[src/rtl/axis_pulse_sequencer.sv]
`default_nettype none
// ============================================================================
// Module   : axis_pulse_sequencer
// Purpose  : Steps the pulse-measurement core through a programmed table of
//            configuration slots. For each slot it presents the slot's config
//            word, holds the core in reset for RST_CYCLES, counts completed
//            pulse cycles (phase 4 -> 0) and emits one result per completion.
//            It can stop early on an overloaded completion.
// Ports    : aclk/aresetn          clock, synchronous active-low reset
//            cfg_wr_*              config table write port (any state)
//            start/stop            sequence launch / abort pulses
//            num_active            slots to run (0 -> 1, clamped to NUM_SLOTS)
//            pulses_per_slot       completions per slot (0 -> 1)
//            abort_on_ovl          enter FAULT on an overloaded completion
//            meas_case_id/sts/overload   measurement core phase and status
//            meas_cfg_data         shadowed config word driven to the core
//            meas_aresetn          core reset, high only while running a slot
//            busy/done/fault       sequence status
//            slot_idx              slot currently being run
//            res_valid/slot/data   one-cycle result strobe with captured status
// Revision : 1.0 - initial release
// ============================================================================
module axis_pulse_sequencer #(
    parameter int PULSE_WIDTH = 16,
    parameter int NUM_SLOTS   = 4,
    parameter int CNT_WIDTH   = 16,
    parameter int RST_CYCLES  = 2
) (
    input  logic                           aclk,
    input  logic                           aresetn,
    input  logic                           cfg_wr_en,
    input  logic [$clog2(NUM_SLOTS)-1:0]   cfg_wr_slot,
    input  logic [PULSE_WIDTH*4+95:0]      cfg_wr_data,
    input  logic                           start,
    input  logic                           stop,
    input  logic [$clog2(NUM_SLOTS):0]     num_active,
    input  logic [CNT_WIDTH-1:0]           pulses_per_slot,
    input  logic                           abort_on_ovl,
    input  logic [2:0]                     meas_case_id,
    input  logic [31:0]                    meas_sts,
    input  logic                           meas_overload,
    output logic [PULSE_WIDTH*4+95:0]      meas_cfg_data,
    output logic                           meas_aresetn,
    output logic                           busy,
    output logic                           done,
    output logic                           fault,
    output logic [$clog2(NUM_SLOTS)-1:0]   slot_idx,
    output logic                           res_valid,
    output logic [$clog2(NUM_SLOTS)-1:0]   res_slot,
    output logic [31:0]                    res_data
);

    localparam int c_SLOT_W = $clog2(NUM_SLOTS);
    localparam int c_CFG_W  = PULSE_WIDTH*4 + 96;
    localparam int c_RST_W  = $clog2(RST_CYCLES + 1);

    localparam logic [c_SLOT_W:0]    c_NUM_SLOTS = (c_SLOT_W+1)'(NUM_SLOTS);
    localparam logic [c_RST_W-1:0]   c_RST_LAST  = c_RST_W'(RST_CYCLES - 1);
    localparam logic [c_RST_W-1:0]   c_RST_ONE   = c_RST_W'(1);
    localparam logic [CNT_WIDTH-1:0] c_CNT_ONE   = CNT_WIDTH'(1);
    localparam logic [c_SLOT_W-1:0]  c_SLOT_ONE  = c_SLOT_W'(1);
    localparam logic [c_SLOT_W:0]    c_SLOT_ONE_W = (c_SLOT_W+1)'(1);
    localparam logic [2:0]           c_CASE_LAST = 3'd4;
    localparam logic [2:0]           c_CASE_FIRST = 3'd0;

    typedef enum logic [2:0] {
        S_IDLE  = 3'd0,
        S_LOAD  = 3'd1,
        S_RUN   = 3'd2,
        S_NEXT  = 3'd3,
        S_DONE  = 3'd4,
        S_FAULT = 3'd5
    } state_t;

    state_t                 r_state;
    state_t                 w_state_next;

    logic [c_CFG_W-1:0]     r_table [NUM_SLOTS];
    logic [c_CFG_W-1:0]     r_shadow;
    logic [c_SLOT_W-1:0]    r_slot_idx;
    logic [c_SLOT_W:0]      r_num_act;
    logic [CNT_WIDTH-1:0]   r_pps;
    logic [CNT_WIDTH-1:0]   r_pulse_cnt;
    logic [c_RST_W-1:0]     r_rst_cnt;
    logic [2:0]             r_case_prev;
    logic                   r_res_valid;
    logic [c_SLOT_W-1:0]    r_res_slot;
    logic [31:0]            r_res_data;

    logic                   w_idle_like;
    logic                   w_launch;
    logic                   w_complete;
    logic                   w_last_slot;
    logic [CNT_WIDTH-1:0]   w_cnt_inc;
    logic [CNT_WIDTH-1:0]   w_pps_eff;
    logic [c_SLOT_W:0]      w_num_act_eff;

    assign w_idle_like = (r_state == S_IDLE) || (r_state == S_DONE) || (r_state == S_FAULT);
    assign w_launch    = w_idle_like && start && !stop;

    // r_case_prev is forced to 0 outside RUN, so a completion can only be
    // seen once the core has been out of reset for at least one cycle.
    // A stop in the completion cycle suppresses the result.
    assign w_complete  = (r_state == S_RUN) && (r_case_prev == c_CASE_LAST) &&
                         (meas_case_id == c_CASE_FIRST) && !stop;

    assign w_cnt_inc   = (r_pulse_cnt == '1) ? r_pulse_cnt : r_pulse_cnt + c_CNT_ONE;
    assign w_pps_eff   = (r_pps == '0) ? c_CNT_ONE : r_pps;
    assign w_last_slot = ((c_SLOT_W+1)'(r_slot_idx) + c_SLOT_ONE_W) >= r_num_act;

    assign w_num_act_eff = (num_active == '0)         ? c_SLOT_ONE_W :
                           (num_active > c_NUM_SLOTS) ? c_NUM_SLOTS  : num_active;

    // ---------------------------------------------------------------- FSM
    always_ff @(posedge aclk) begin
        if (!aresetn) begin
            r_state <= S_IDLE;
        end else begin
            r_state <= w_state_next;
        end
    end

    always_comb begin
        w_state_next = r_state;
        case (r_state)
            S_IDLE, S_DONE, S_FAULT: begin
                if (start) w_state_next = S_LOAD;
            end
            S_LOAD: begin
                if (r_rst_cnt == c_RST_LAST) w_state_next = S_RUN;
            end
            S_RUN: begin
                if (w_complete) begin
                    if (meas_overload && abort_on_ovl) begin
                        w_state_next = S_FAULT;
                    end else if (w_cnt_inc >= w_pps_eff) begin
                        w_state_next = S_NEXT;
                    end
                end
            end
            S_NEXT: begin
                w_state_next = w_last_slot ? S_DONE : S_LOAD;
            end
            default: w_state_next = S_IDLE;
        endcase
        if (stop) w_state_next = S_IDLE;
    end

    // ------------------------------------------------------------ datapath
    always_ff @(posedge aclk) begin
        if (!aresetn) begin
            for (int i = 0; i < NUM_SLOTS; i++) begin
                r_table[i] <= '0;
            end
            r_shadow    <= '0;
            r_slot_idx  <= '0;
            r_num_act   <= '0;
            r_pps       <= '0;
            r_pulse_cnt <= '0;
            r_rst_cnt   <= '0;
            r_case_prev <= '0;
            r_res_valid <= 1'b0;
            r_res_slot  <= '0;
            r_res_data  <= '0;
        end else begin
            if (cfg_wr_en) begin
                r_table[cfg_wr_slot] <= cfg_wr_data;
            end

            r_case_prev <= (r_state == S_RUN) ? meas_case_id : c_CASE_FIRST;
            r_res_valid <= w_complete;
            if (w_complete) begin
                r_res_data  <= meas_sts;
                r_res_slot  <= r_slot_idx;
                r_pulse_cnt <= w_cnt_inc;
            end

            if (w_launch) begin
                r_slot_idx <= '0;
                r_num_act  <= w_num_act_eff;
                r_pps      <= pulses_per_slot;
            end

            if (r_state == S_LOAD) begin
                // Latch once at slot entry so table writes during the slot
                // only show up on the slot's next load.
                if (r_rst_cnt == '0) begin
                    r_shadow <= r_table[r_slot_idx];
                end
                r_rst_cnt   <= r_rst_cnt + c_RST_ONE;
                r_pulse_cnt <= '0;
            end else begin
                r_rst_cnt <= '0;
            end

            if ((r_state == S_NEXT) && !w_last_slot && !stop) begin
                r_slot_idx <= r_slot_idx + c_SLOT_ONE;
            end
        end
    end

    // -------------------------------------------------------------- outputs
    assign meas_cfg_data = r_shadow;
    assign meas_aresetn  = (r_state == S_RUN);
    assign busy          = (r_state == S_LOAD) || (r_state == S_RUN);
    assign done          = (r_state == S_DONE);
    assign fault         = (r_state == S_FAULT);
    assign slot_idx      = r_slot_idx;
    assign res_valid     = r_res_valid;
    assign res_slot      = r_res_slot;
    assign res_data      = r_res_data;

endmodule
`default_nettype wire

[config.mk]
export PLATFORM = sky130hd
export DESIGN_NAME = axis_pulse_sequencer
export DESIGN_NICKNAME = d
export VERILOG_FILES = /design/src/rtl/axis_pulse_sequencer.sv
export SDC_FILE = /design/constraint.sdc
export NUM_CORES = 1
export LEC_CHECK = 0
export ABC_AREA = 1
export ABC_CLOCK_PERIOD_IN_PS = 12600
export CAP_MARGIN = 20
export CORE_MARGIN = 2
export CORE_UTILIZATION = 51
export CTS_CLUSTER_SIZE = 14
export DETAILED_ROUTE_END_ITERATION = 12
export PLACE_DENSITY = 0.86
export SETUP_SLACK_MARGIN = 0.5
export SYNTH_ARGS = -nofsm -noshare
export SYNTH_HDL_FRONTEND = slang
export SYNTH_SLANG_ARGS = --single-unit
[constraint.sdc]
create_clock -name aclk -period 12.6 [get_ports aclk]
set_input_delay 1.26 -clock aclk [delete_from_list [all_inputs] [get_ports aclk]]
set_output_delay 1.26 -clock aclk [all_outputs]
set_load 0.01 [all_outputs]
* Word-level counts from Yosys, hierarchy flattened
Memories as Yosys holds them, arrays and structs flattened. A register that Yosys moved wholly into a read port is not among the register bits. Cells that the tools add are included.
Cells by class: $add $sub $neg 4, $lt $le $gt $ge 3, equality and inequality tests 12, muxes and demuxes 20, bitwise operators 1, reductions and logical operators 28
Operator list (number):
- $mux W160 | 1
- $reduce_or A160 Y1 | 1
- $mux W16 | 2
- $mux W3 | 8
- $add A16 B1 Y16 const B | 1
- $eq A16 B16 Y1 const B | 1
- $ge A16 B16 Y1 | 1
- $logic_not A16 Y1 | 1
- $pmux W3 S4 | 1
- $eq A3 B3 Y1 const B | 3
- $logic_not A3 Y1 | 3
- $logic_and A1 B1 Y1 | 8
- $eq A3 B2 Y1 const B | 2
- $mux W2 | 3
- $reduce_and A2 Y1 | 3
- $mux W1 | 5
- $add A2 B1 Y2 const B | 2
- $ne A2 B2 Y1 const B | 2
- $reduce_and A4 Y1 | 1
- $reduce_or A2 Y1 | 2
- $add A2 B1 Y3 const B | 1
- $eq A3 B1 Y1 const B | 1
- $ge A3 B3 Y1 | 1
- $gt A3 B3 Y1 const B | 1
- 9 further kinds | 13
Storage, ports and cells: register bits after elaboration 80, RAM bits 640, bits of input ports 223, output and inout port bits 201, word-level logic and storage cells 79, memories kept 1
Memory list:
- r_table | depth 4, bits a word 160, read ports 1, clocked after memory_dff 1, wr ports 4, line 78 | logic [c_CFG_W-1:0] r_table [NUM_SLOTS];

* Depth between registers and ports, before layout
depth after elaboration 7, mapped depth 21, depth with buffers taken out 21

* Worst setup path before layout
No wires, ideal clock.
kind input -> register, start input cfg_wr_slot[0], end memory r_table[2][0] (netlist bit) (enable), setup time 0.901 ns, arrival 12.825 ns, data required time 11.699 ns, slack -1.126 ns, stages on the path 4, buffers on the path 1, cell sequence inv_1 nand2_1 clkbuf_1 o21ai_0
RTL lines:
- start, declared | line 32 | input logic [$clog2(NUM_SLOTS)-1:0] cfg_wr_slot,
- end, declared | line 78

==> results.txt <==
Synth top area share -> 0.5267
Final worst slack -> 7.361 ns
H-tree lvl count -> 3
Clock Sink Count -> 880
Largest area contributor in the netlist -> edfxtp_1
Die height -> 271.5 um
Count leader, synth -> nor2_1
Number of core rows -> 98
Most frequent cells after synthesis -> nor2_1, edfxtp_1, o21ai_0
Clock Tree Root -> clkbuf_16
Achievable Freq -> 0.1909 GHz
PwrDens -> 149.8 nW/um^2
Worst setup EP type -> register
Setup violations, final -> 0
CTS tree -> yes
WP data arrival -> 5.49 ns
DP Wirelength -> 54,780 um
Routed length per instance -> 19.53 um
RSZ-0062 raised after global routing -> no
Area Growth Syn to Fin -> 20.59%
Post-route DRC -> 0
Netlist cell types -> 41
GPL Wtd Cong -> 0.8175
Core area -> 71,120 um^2
Post-CTS Resized -> 0
Register bit total from synthesis -> 880
R2R Setup Slk -> 8.97 ns
Share of cells above drive strength 1 -> 0.05011
Fin nets -> 4,203
Yosys warns -> 0
Initial DRT Pass Iterations -> 5
Sequential fraction of the synthesis area -> 0.6583
Run status -> completed
Period utilisation layout -> 0.4158
Post-synth EDFFs -> 640
Final Power -> 6.591 mW
Top FF cell, synth -> edfxtp_1
Worst-skew pair later-pin latency -> 0.63 ns
Largest net degree at the start of global routing -> 202
Synth Cell Area -> 36,490 um^2
Worst endpoint required time -> 12.85 ns
MaxCap Viol Count -> 0
Worst Tran Pin Value -> 1.094 ns
Longest Clk Path Bufs -> 3
CP most frequent cell -> nand2_4
Total CTS buffers -> 88
Cells along the critical path -> buf_6 > nand2_4 > nor2_1 > nand2_4 > nand2_4 > buf_4
Worst hold-check path type -> reg2reg
Hold Fails Final Rpt -> 0
Detailed Route WL -> 97,300 um
Mapped Avg Cell Area -> 9.924 um^2
Vias per Instance -> 5.634
Top cells by area, synth -> edfxtp_1, dfxtp_1, nor2_1, o21ai_0, a31oi_1
Slew headroom -> 0.2708
IO Port Bufs -> 423
Die area -> 73,710 um^2
Peak supply drop -> 0.0001230 V
Filler instances -> 5,421
Initial Util -> 0.5131
Setup Buffers After CTS -> 0
Worst Path Buf+Inv -> 2
Worst-path maximum fanout -> 87
Worst Clk Skew -> 0.01982 ns
Die Wd -> 271.5 um
Global Route Usage Sum -> 0.2580
Global-route wire length before repair -> 150,100 um
Initial antenna violation count -> 3
# hold bufs at CTS -> 0
Place WS -> 6.723 ns
CP peak stage delay -> 0.84 ns
Critical path class -> in2reg
DRT iter0 DRCs -> 3,041
Hold_ws -> 0.4685 ns
Vias in the first global route -> 27,610
Leak -> 16.68 nW
Setup tns final -> 0 ns
Final design utilization -> 0.6187
Mapped Nets -> 3,923
Final global-route overflow total -> 0
Async SR Flop Fraction -> 0
Startpoint types -> input port
Final ANT Viol Nets -> 0
Mapped Cells -> 3,677
Worst-path clk slew -> 0.06 ns
Tmin final -> 5.239 ns
Via Count -> 28,070
Slew Viols, Final -> 0
Crit path max-delay family -> simple AND/OR/NAND/NOR gates
Slowest cell on crit path -> nand2_4
IO Count -> 424
## power by group
group / internal (mW) / switching, mW
logic: 0.234 / 0.348
registers: 3.33 / 0.0843
clock network: 1.50 / 1.10
## worst register-to-register path: cells and delay by family, from the launching register on
| kind | cells | cell delay [ns] |
|---|---|---|
| buffers and inverters | 4 | 1.89 |
| flip-flops | 1 | 0.32 |
| AND/OR/NAND/NOR | 3 | 0.81 |
| AO/OA/AOI/OAI | 2 | 0.53 |
## path summary, 6_finish.rpt
check / start / to / depth (start not counted)
min: r_pps[0] / r_pps[0] / 2
max: aresetn / r_table[0][1] / 6
min reg2reg: r_pps[0] / r_pps[0] / 2
max reg2reg: r_state[2] / meas_cfg_data[141] / 9
## stage by stage
step           instance area [um^2]  cells
2_1_floorplan                 36490   3677
3_3_place_gp                  41080   4815
3_5_place_dp                  41080   4815
4_1_cts                       43950   4979
5_1_grt                       44000   4982
6_report                      44000   4982
## flip-flops by register name, indices dropped and copies added, names as in the netlist, 3 cells and up
name and cells:
r_table 640, meas_cfg_data 160, r_pulse_cnt 16, r_num_act 3, r_pps 16, r_state 3
res_data 32, r_case_prev 3
## metal layers
layer,vias to the layer above,global-route usage,share of wire
li1,13050,-,-
met5,-,0,0.00027
met3,266,0.04202,0.078
met2,1421,0.4401,0.50
met4,4,0.1356,0.047
met1,13330,0.3162,0.38
## area by class of cell
cell class | count | area, um^2 | area share
Antenna cell | 1 | 2.502 | 0.00005687
Inverter | 235 | 898.4 | 0.02042
Timing Repair Buffer | 456 | 4536 | 0.1031
Sequential cell | 880 | 24030 | 0.5461
Multi-Input combinational cell | 2296 | 10480 | 0.2382
Tap cell | 950 | 1189 | 0.02701
Clock buffer | 128 | 2566 | 0.05832
Clock inverter | 36 | 301.5 | 0.006853
## layout by cell type (no fill, tap or decap), types with 8 or more instances in the layout
master,count
clkbuf_1,22
o21ai_0,525
nor3_1,169
o21ai_1,29
clkdlybuf4s50_1,422
nand3_1,21
clkinv_2,18
nand2_1,61
inv_1,229
clkbuf_8,15
dfxtp_1,238
ha_1,23
xor2_1,9
nor2_1,1220
nand2_4,8
a21oi_1,32
buf_4,30
edfxtp_1,640
clkbuf_16,91
a31oi_1,164
## kinds of logic (layout without fill, tap and decap cells)
kind of cell | Yosys count | count (layout) | share of synthesized area
adders and majority gates | 23 | 23 | 0.007886
xor gates and xnor gates | 11 | 11 | 0.002640
other | 0 | 1 | 0
and+or+nand+nor | 1503 | 1503 | 0.1644
DFF | 880 | 880 | 0.6583
buffers and inverters | 501 | 855 | 0.05623
AOI/OAI and AO/OA | 759 | 759 | 0.1105
Power figures use the tool's default switching activity.
